==> src/rtl/alu_seq_unit.sv <==
// Sequential ALU: funct decode, 1-cycle ops, iterative 1-bit shifter.
// Define ALU_SEQ_BARREL_EN to replace the iterative shifter with a barrel shifter.
module alu_seq_unit #(
    parameter int XLEN = 32
) (
    input  logic            clk,
    input  logic            reset,
    input  logic            in_valid,
    output logic            in_ready,
    input  logic [1:0]      ALUOperation,
    input  logic [6:0]      Funct7,
    input  logic [2:0]      Funct3,
    input  logic [XLEN-1:0] op_a,
    input  logic [XLEN-1:0] op_b,
    output logic            out_valid,
    input  logic            out_ready,
    output logic [XLEN-1:0] result,
    output logic            zero,
    output logic            illegal
);

    localparam int SHW = $clog2(XLEN);

    typedef enum logic [1:0] {IDLE, SHIFT, DONE} state_t;
    typedef enum logic [3:0] {
        OP_ADD, OP_SUB, OP_SLL, OP_SLT, OP_SLTU, OP_XOR,
        OP_SRL, OP_SRA, OP_OR, OP_AND, OP_ILL
    } op_t;

    state_t          state, state_d;
    op_t             op, sh_op;
    logic [XLEN-1:0] res_q, alu_res, step;
    logic [SHW-1:0]  cnt, shamt;
    logic            zero_q, ill_q;
    logic            accept, is_shift, go_shift;
    logic            f7_zero, f7_alt, itype;

    function automatic logic [XLEN-1:0] step1(input logic [XLEN-1:0] v, input op_t k);
        unique case (k)
            OP_SLL:  step1 = {v[XLEN-2:0], 1'b0};
            OP_SRA:  step1 = {v[XLEN-1], v[XLEN-1:1]};
            default: step1 = {1'b0, v[XLEN-1:1]};
        endcase
    endfunction

    assign shamt   = op_b[SHW-1:0];
    assign f7_zero = (Funct7 == 7'b0000000);
    assign f7_alt  = (Funct7 == 7'b0100000);
    assign itype   = ALUOperation[0];

    // I-type only checks funct7 for the shift encodings
    always_comb begin
        op = OP_ILL;
        unique case (ALUOperation)
            2'b00: op = OP_ADD;
            2'b01: op = OP_SUB;
            default: begin
                unique case (Funct3)
                    3'b000: if (itype || f7_zero) op = OP_ADD;
                            else if (f7_alt) op = OP_SUB;
                    3'b001: if (f7_zero) op = OP_SLL;
                    3'b010: if (itype || f7_zero) op = OP_SLT;
                    3'b011: if (itype || f7_zero) op = OP_SLTU;
                    3'b100: if (itype || f7_zero) op = OP_XOR;
                    3'b101: if (f7_zero) op = OP_SRL;
                            else if (f7_alt) op = OP_SRA;
                    3'b110: if (itype || f7_zero) op = OP_OR;
                    default: if (itype || f7_zero) op = OP_AND;
                endcase
            end
        endcase
    end

    always_comb begin
        alu_res = '0;
        unique case (op)
            OP_ADD:  alu_res = op_a + op_b;
            OP_SUB:  alu_res = op_a - op_b;
            OP_SLT:  alu_res = {{(XLEN-1){1'b0}}, $signed(op_a) < $signed(op_b)};
            OP_SLTU: alu_res = {{(XLEN-1){1'b0}}, op_a < op_b};
            OP_XOR:  alu_res = op_a ^ op_b;
            OP_OR:   alu_res = op_a | op_b;
            OP_AND:  alu_res = op_a & op_b;
            OP_SLL, OP_SRL, OP_SRA: begin
`ifdef ALU_SEQ_BARREL_EN
                if (op == OP_SLL)      alu_res = op_a << shamt;
                else if (op == OP_SRL) alu_res = op_a >> shamt;
                else                   alu_res = $signed(op_a) >>> shamt;
`else
                // first bit is shifted on the accept edge
                alu_res = (shamt == '0) ? op_a : step1(op_a, op);
`endif
            end
            default: alu_res = '0;
        endcase
    end

    assign is_shift = (op == OP_SLL) || (op == OP_SRL) || (op == OP_SRA);
`ifdef ALU_SEQ_BARREL_EN
    assign go_shift = 1'b0;
`else
    assign go_shift = is_shift && (shamt > SHW'(1));
`endif

    assign in_ready = (state == IDLE) || ((state == DONE) && out_ready);
    assign accept   = in_valid && in_ready;
    assign step     = step1(res_q, sh_op);

    always_comb begin
        state_d = state;
        unique case (state)
            IDLE:  if (accept) state_d = go_shift ? SHIFT : DONE;
            SHIFT: if (cnt == SHW'(1)) state_d = DONE;
            DONE:  if (accept) state_d = go_shift ? SHIFT : DONE;
                   else if (out_ready) state_d = IDLE;
            default: state_d = IDLE;
        endcase
    end

    always_ff @(posedge clk or posedge reset) begin
        if (reset) begin
            state  <= IDLE;
            res_q  <= '0;
            zero_q <= 1'b0;
            ill_q  <= 1'b0;
            cnt    <= '0;
            sh_op  <= OP_ADD;
        end else begin
            state <= state_d;
            if (accept) begin
                res_q  <= alu_res;
                ill_q  <= (op == OP_ILL);
                sh_op  <= op;
                cnt    <= shamt - SHW'(1);
                zero_q <= go_shift ? 1'b0 : (alu_res == '0);
            end else if (state == SHIFT) begin
                res_q <= step;
                cnt   <= cnt - SHW'(1);
                if (cnt == SHW'(1)) zero_q <= (step == '0);
            end
        end
    end

    assign out_valid = (state == DONE);
    assign result    = res_q;
    assign zero      = zero_q;
    assign illegal   = ill_q;

endmodule

==> config.mk <==
export PLATFORM = sky130hd
export DESIGN_NAME = alu_seq_unit
export DESIGN_NICKNAME = d
export VERILOG_FILES = /design/src/rtl/alu_seq_unit.sv
export SDC_FILE = /design/constraint.sdc
export NUM_CORES = 1
export LEC_CHECK = 0
export ABC_AREA = 1
export BUFFER_PORTS_ARGS = -buffer_cell sky130_fd_sc_hd__buf_4
export CAP_MARGIN = 10
export CELL_PAD_IN_SITES_DETAIL_PLACEMENT = 1
export CELL_PAD_IN_SITES_GLOBAL_PLACEMENT = 1
export CORE_UTILIZATION = 41
export CTS_BUF_LIST = sky130_fd_sc_hd__clkbuf_16
export CTS_CLUSTER_DIAMETER = 30
export CTS_CLUSTER_SIZE = 30
export DETAILED_ROUTE_END_ITERATION = 10
export PLACE_DENSITY = 0.79
export SLEW_MARGIN = 20
export SYNTH_ARGS = -nofsm -noshare
export SYNTH_HDL_FRONTEND = slang
export SYNTH_SLANG_ARGS = --single-unit
==> constraint.sdc <==
create_clock -name clk -period 2.3 [get_ports clk]
set_input_delay 0.23 -clock clk [delete_from_list [all_inputs] [get_ports clk]]
set_output_delay 0.23 -clock clk [all_outputs]
set_load 0.05 [all_outputs]
==> impl_metrics.prom, run 1 <==
# TYPE chip_impl_metric gauge
chip_impl_metric{name="synth_cells",unit=""} 1913
chip_impl_metric{name="numPlacedInstances",unit=""} 2727
chip_impl_metric{name="netlist-cell-type-count",unit=""} 41
chip_impl_metric{name="synthArstFlopShare",unit="%"} 100
chip_impl_info{name="tool.error",value="[ERROR DPL-0033] detailed placement checks failed during check placement."} 1
chip_impl_metric{name="holdBufCountCts",unit=""} 0
chip_impl_metric{name="synth-seq-area-share",unit="%"} 11.0
chip_impl_metric{name="gp_routability_congestion",unit=""} 1.03
chip_impl_metric{name="clock_tree.htree_level_count",unit=""} 2
chip_impl_info{name="synth_ff_type",value="dfrtp_1"} 1
chip_impl_info{name="outcome",value="did not finish"} 1
chip_impl_metric{name="die-height",unit="um"} 160
chip_impl_info{name="last_flow_stage_reached",value="clock tree synthesis"} 1
chip_impl_metric{name="synth_nets",unit=""} 2095
chip_impl_metric{name="post_cts.repair.setup_buffers",unit=""} 53
chip_impl_metric{name="numPortBuffers",unit=""} 115
chip_impl_metric{name="cts.repair.resized",unit=""} 580
chip_impl_info{name="yosys.area.top_type",value="nand2_1"} 1
chip_impl_metric{name="horizontal_die_dimension",unit="um"} 160
chip_impl_metric{name="number_of_flops_mapped_to_enable_cells_by_yosys",unit=""} 0
chip_impl_metric{name="start_util",unit="%"} 42.0
chip_impl_info{name="synthTopCellsByArea",value="nand2_1 (21%), ha_1 (12%), dfrtp_1 (11%), inv_1 (10%), nor2_1 (9.7%)"} 1
chip_impl_metric{name="yosys_warning_total",unit=""} 0
chip_impl_metric{name="cts_sinks",unit=""} 45
chip_impl_metric{name="synthesis.area",unit="um2"} 10300
chip_impl_metric{name="ctsLongestPathBuffers",unit=""} 2
chip_impl_metric{name="ys_ff_latch",unit=""} 45
chip_impl_metric{name="synth_top_area_share",unit="%"} 20.9
chip_impl_metric{name="cts_inserted_buffers",unit=""} 5
chip_impl_info{name="cts_root_buffer",value="clkbuf_16"} 1
chip_impl_metric{name="dp.final_hpwl",unit="mm"} 51.9
chip_impl_metric{name="boundaryPins",unit=""} 116
chip_impl_metric{name="fp-row-count",unit=""} 57
chip_impl_metric{name="postSynthAreaPerCell",unit="um2"} 5.37
## logic make-up after synthesis
family | after synthesis | share of synthesized area, %
adders and majority gates | 102 | 12.6
buffers and inverters | 371 | 14.4
AOI/OAI and AO/OA | 254 | 14.3
DFF | 45 | 11.0
xor gates and xnor gates | 27 | 2.30
and+or+nand+nor | 1114 | 45.5
## stage by stage
stage	hold slack [ns]	utilization (%)	worst slack, ns	cell area [um2]
after detailed placement	0.423	60.1	-1.02	14700
after global placement	0.405	60.1	-0.891	14700
after floorplan	0.370	-	-0.162	10300
## synth_stat cells (all sizes together), types with 13 or more instances
cell type / instances
xor2: 24
nor2: 269
buf: 38
inv: 295
ha: 100
dfrtp: 45
nand2: 578
clkbuf: 37
nand3: 189
nor3: 17
o221ai: 31
a21oi: 81
nand4: 42
o21ai: 114
o21bai: 13
==> run 2, diff against run 1 <==
==> config.mk (replaced) <==
export PLATFORM = sky130hd
export DESIGN_NAME = alu_seq_unit
export DESIGN_NICKNAME = d
export VERILOG_FILES = /design/src/rtl/alu_seq_unit.sv
export SDC_FILE = /design/constraint.sdc
export NUM_CORES = 1
export LEC_CHECK = 0
export ABC_AREA = 1
export BUFFER_PORTS_ARGS = -buffer_cell sky130_fd_sc_hd__buf_4
export CAP_MARGIN = 10
export CORE_UTILIZATION = 30
export DETAILED_ROUTE_END_ITERATION = 10
export PLACE_DENSITY_LB_ADDON = 0.15
export SLEW_MARGIN = 20
export SYNTH_ARGS = -nofsm -noshare
export SYNTH_HDL_FRONTEND = slang
export SYNTH_SLANG_ARGS = --single-unit
==> run 2 against run 1 <==
The flow now finishes, with violations (negative setup slack). Synthesized cell count is the same. Synthesized area did not move.
==> impl_metrics.prom, run 2 <==
# TYPE chip_impl_metric gauge
chip_impl_info{name="outcome",value="finished with violations"} 1
chip_impl_info{name="failed_checks",value="negative setup slack"} 1
chip_impl_metric{name="antenna_violations_before_repair",unit=""} 0
chip_impl_info{name="cell_chain_of_the_critical_path",value="buf_4 > inv_1 > ha_1 > o21ai_0 > a31oi_1 > nand2_1 > a21oi_2 > nand2_1 > nand2_1 > nand2_1 > nand2_1 > nand2_2 > inv_1 > nand3_1 > nor2_1 > nand2_1 > nor2_1 > nand2_1 > nor2_1 > nand3_1 > a21oi_2"} 1
chip_impl_metric{name="areaGrowthSynthToFinish",unit="%"} 80.6
chip_impl_metric{name="synthArstFlopShare",unit="%"} 100
chip_impl_metric{name="postSynthAreaPerCell",unit="um2"} 5.37
chip_impl_metric{name="die-height",unit="um"} 187
chip_impl_info{name="cts_tree",value="done"} 1
chip_impl_info{name="timing.setup.critical_path_class",value="in2reg"} 1
chip_impl_info{name="final_common_cell",value="buf_4"} 1
chip_impl_metric{name="power_density",unit="nW/um2"} 530
chip_impl_metric{name="layout.filler_cells",unit=""} 3277
chip_impl_metric{name="synth_nets",unit=""} 2095
chip_impl_metric{name="boundaryPins",unit=""} 116
chip_impl_metric{name="fin_worst_hold_slack",unit="ns"} 0.159
chip_impl_metric{name="ys_ff_latch",unit=""} 45
chip_impl_metric{name="finalWorstSetupSlack",unit="ns"} -0.270
chip_impl_metric{name="largest_reg_flops",unit=""} 32
chip_impl_metric{name="cts_sinks",unit=""} 45
chip_impl_metric{name="core_area",unit="um2"} 33600
chip_impl_metric{name="max_incr_delay_on_cp",unit="ns"} 0.39
chip_impl_metric{name="reg2reg_setup_slack",unit="ns"} 0.06
chip_impl_metric{name="worst_slew_margin_rel",unit="%"} 62.5
chip_impl_metric{name="dp.final_hpwl",unit="mm"} 43.6
chip_impl_info{name="cts_root_buffer",value="clkbuf_16"} 1
chip_impl_metric{name="fp-row-count",unit=""} 67
chip_impl_metric{name="synthesis.area",unit="um2"} 10300
chip_impl_metric{name="numPlacedInstances",unit=""} 2861
chip_impl_metric{name="totalPowerFinal",unit="mW"} 9.82
chip_impl_info{name="yosys.area.top_type",value="nand2_1"} 1
chip_impl_info{name="worstHoldEndpoint",value="state[1]$_DFFE_PP0P_"} 1
chip_impl_metric{name="cp.buffers_inverters",unit=""} 3
chip_impl_metric{name="timing.final.max_slew_violations",unit=""} 0
chip_impl_metric{name="cts_inserted_buffers",unit=""} 5
chip_impl_metric{name="vias_in_the_first_global_route",unit=""} 14100
chip_impl_metric{name="largest_net_degree_at_the_start_of_global_routing",unit=""} 49
chip_impl_metric{name="synth_top_area_share",unit="%"} 20.9
chip_impl_metric{name="min_path_cells",unit=""} 2
chip_impl_metric{name="sw_frac_of_total",unit="%"} 51.8
chip_impl_metric{name="clock_latency",unit="ns"} 0.31
chip_impl_metric{name="power.share.combinational",unit="%"} 75.8
chip_impl_metric{name="r2r.worst_path.cells",unit=""} 9
chip_impl_metric{name="detailedRoute.firstIterationViolations",unit=""} 1121
chip_impl_metric{name="finish.net_count",unit=""} 2677
chip_impl_metric{name="grt-ovfl-total",unit=""} 0
chip_impl_metric{name="post_detailed_route_wirelength_per_cell",unit="um"} 18.5
chip_impl_metric{name="vias_per_cell",unit=""} 5.09
chip_impl_info{name="most-common-layout-cells",value="buf_4 (581), nand2_1 (456), inv_1 (207)"} 1
chip_impl_info{name="synthTopCellsByArea",value="nand2_1 (21%), ha_1 (12%), dfrtp_1 (11%), inv_1 (10%), nor2_1 (9.7%)"} 1
chip_impl_metric{name="cap_viol_max_count",unit=""} 0
chip_impl_metric{name="synth_cells",unit=""} 1913
chip_impl_metric{name="worstMarginPinSlew",unit="ns"} 0.557
chip_impl_metric{name="grt_usage",unit="%"} 29.5
chip_impl_metric{name="dieArea",unit="um2"} 35000
chip_impl_metric{name="yosys_warning_total",unit=""} 0
chip_impl_info{name="r2r-start",value="sh_op[0]$_DFFE_PP0P_"} 1
chip_impl_info{name="crit_family",value="simple AND/OR/NAND/NOR gates"} 1
chip_impl_metric{name="clock_tree.htree_level_count",unit=""} 2
chip_impl_metric{name="horizontal_die_dimension",unit="um"} 187
chip_impl_metric{name="finalSetupViolations",unit=""} 9
chip_impl_metric{name="drt-pass1-iter-count",unit=""} 6
chip_impl_info{name="crit-reg2reg-capture",value="zero$_DFFE_PP0P_"} 1
chip_impl_metric{name="fin_skew",unit="ns"} 0.0108
chip_impl_metric{name="gp_routability_congestion",unit=""} 0.988
chip_impl_metric{name="via_count",unit=""} 15000
chip_impl_info{name="most_numerous_cell_in_the_yosys_netlist",value="nand2_1"} 1
chip_impl_metric{name="cell_internal_pwr",unit="mW"} 4.73
chip_impl_metric{name="finalHoldViolations",unit=""} 0
chip_impl_info{name="min-delay-path-class",value="in2reg"} 1
chip_impl_metric{name="final_period_util",unit="%"} 112
chip_impl_metric{name="start_util",unit="%"} 30.5
chip_impl_metric{name="postPlaceCellArea",unit="um2"} 14900
chip_impl_metric{name="seq_power_share",unit="%"} 14.4
chip_impl_metric{name="crit_arrival",unit="ns"} 2.81
chip_impl_info{name="ys_top_cells_by_count",value="nand2_1 (571), inv_1 (286), nor2_1 (265), nand3_1 (188), o21ai_0 (105)"} 1
chip_impl_metric{name="vdd_drop_max",unit="mV"} 1.18
chip_impl_info{name="synth_ff_type",value="dfrtp_1"} 1
chip_impl_metric{name="post_route_cells_drive_above_1_share",unit="%"} 48.2
chip_impl_info{name="hold_path_startpoint",value="out_ready"} 1
chip_impl_metric{name="max_freq",unit="MHz"} 389
chip_impl_info{name="rsz0062_at_grt",value="true"} 1
chip_impl_metric{name="numPortBuffers",unit=""} 115
chip_impl_info{name="startpoint_type",value="input pin"} 1
chip_impl_metric{name="route.final.wire_length",unit="mm"} 54.5
chip_impl_metric{name="path_clk_slew",unit="ns"} 0.07
chip_impl_metric{name="clock_power_share",unit="%"} 9.8
chip_impl_metric{name="antenna-diode-count",unit=""} 0
chip_impl_metric{name="ant_nets",unit=""} 0
chip_impl_metric{name="static-leakage-power",unit="nW"} 9.43
chip_impl_metric{name="cp_data_required_time",unit="ns"} 2.54
chip_impl_info{name="end_kind",value="flop"} 1
chip_impl_metric{name="final-instance-count-excl-fill",unit=""} 2944
chip_impl_metric{name="netlist-cell-type-count",unit=""} 41
chip_impl_metric{name="fin_tns_setup",unit="ns"} -0.716
chip_impl_metric{name="drcViolationCount",unit=""} 0
chip_impl_info{name="cell_type_of_the_slowest_stage_on_the_worst_timing_path",value="ha_1"} 1
chip_impl_info{name="crit_path_frequent_cell",value="nand2_1"} 1
chip_impl_metric{name="stdcell_area",unit="um2"} 18500
chip_impl_metric{name="netSwitchingPower",unit="mW"} 5.09
chip_impl_metric{name="ctsLongestPathBuffers",unit=""} 2
chip_impl_metric{name="timing.final.crit_period",unit="ns"} 2.57
chip_impl_metric{name="worstPathMaxFanout",unit=""} 3
chip_impl_metric{name="synth-seq-area-share",unit="%"} 11.0
chip_impl_metric{name="number_of_flops_mapped_to_enable_cells_by_yosys",unit=""} 0
chip_impl_metric{name="grt_pass1_wl",unit="mm"} 80.0
[run 2: area by class of cell]
class / count / area (um2) / share of cell area (%)
multi-input cells: 1499 / 10200 / 54.8
repair buffers: 648 / 5300 / 28.6
inverters: 296 / 1190 / 6.41
flip-flops and latches: 45 / 1130 / 6.07
well taps: 448 / 561 / 3.02
clock buffers: 5 / 125 / 0.675
clock inverters: 3 / 68.8 / 0.371
[run 2: power by group through the flow]
stage,clock (mW),combinational (mW),sequential (mW)
2_1_floorplan,0,2.54,2.33
3_3_place_gp,0,6.11,1.42
3_5_place_dp,0,6.14,1.42
4_1_cts,0.981,6.74,1.41
5_1_grt,1.00,7.96,1.47
6_report,0.966,7.44,1.41
[run 2: layer usage]
| metal | wire [um] | track usage, % | vias up |
|---|---|---|---|
| met1 | 24900 | 42.0 | 7093 |
| met5 | 0 | 0 | - |
| met2 | 24800 | 48.4 | 535 |
| li1 | - | - | 7271 |
| met3 | 3480 | 1.69 | 78 |
| met4 | 1370 | 7.00 | 0 |
[run 2: per-stage QoR]
stage	util (%)	setup slack, ns
after floorplan	-	-0.162
after global placement	44.3	-0.880
after detailed placement	44.3	-0.899
after CTS	50.3	-0.211
after global routing	55.1	-0.420
final	55.1	-0.270
[run 2: how the worst max path moves through the flow]
stage	start	to	slack, ns	cells after the start
floorplan	op_a[0]	zero$_DFFE_PP0P_	-0.16	22
global placement	op_a[0]	zero$_DFFE_PP0P_	-0.88	21
detailed placement	op_b[19]	zero$_DFFE_PP0P_	-0.90	18
CTS	op_a[0]	zero$_DFFE_PP0P_	-0.21	21
global route	op_a[5]	zero$_DFFE_PP0P_	-0.42	23
finish	op_a[30]	zero$_DFFE_PP0P_	-0.27	21
[run 2: worst register-to-register path: stages (launching register included)]
cell and delay (ns):
dfrtp_1 0.40, nor2_1 0.11, nand3_1 0.11, buf_12 0.19, buf_4 0.20, o21ai_0 0.31, nand4_1 0.19, nor4_1 0.34
a31oi_1 0.16, a21oi_2 0.15
[run 2: what timing repair did]
action / CTS / global route
hold buffers: 1 / 0
endpoints found under the hold margin: 21 / 0
gates resized for setup: 447 / 333
endpoints found under the setup margin: 31 / 33
gates cloned: 0 / 5
setup buffers: 31 / 40
pin swaps: 116 / 142
[run 2: cell families (layout without fill, tap and decap cells)]
logic type | count (synthesis) | count (layout) | synth area share, %
DFF | 45 | 45 | 11.0
xor gates and xnor gates | 27 | 27 | 2.30
buffers and inverters | 371 | 952 | 14.4
and+or+nand+nor | 1114 | 1116 | 45.5
adders and majority gates | 102 | 102 | 12.6
AOI/OAI and AO/OA | 254 | 254 | 14.3
No activity file was read; power rests on OpenSTA's default activity.
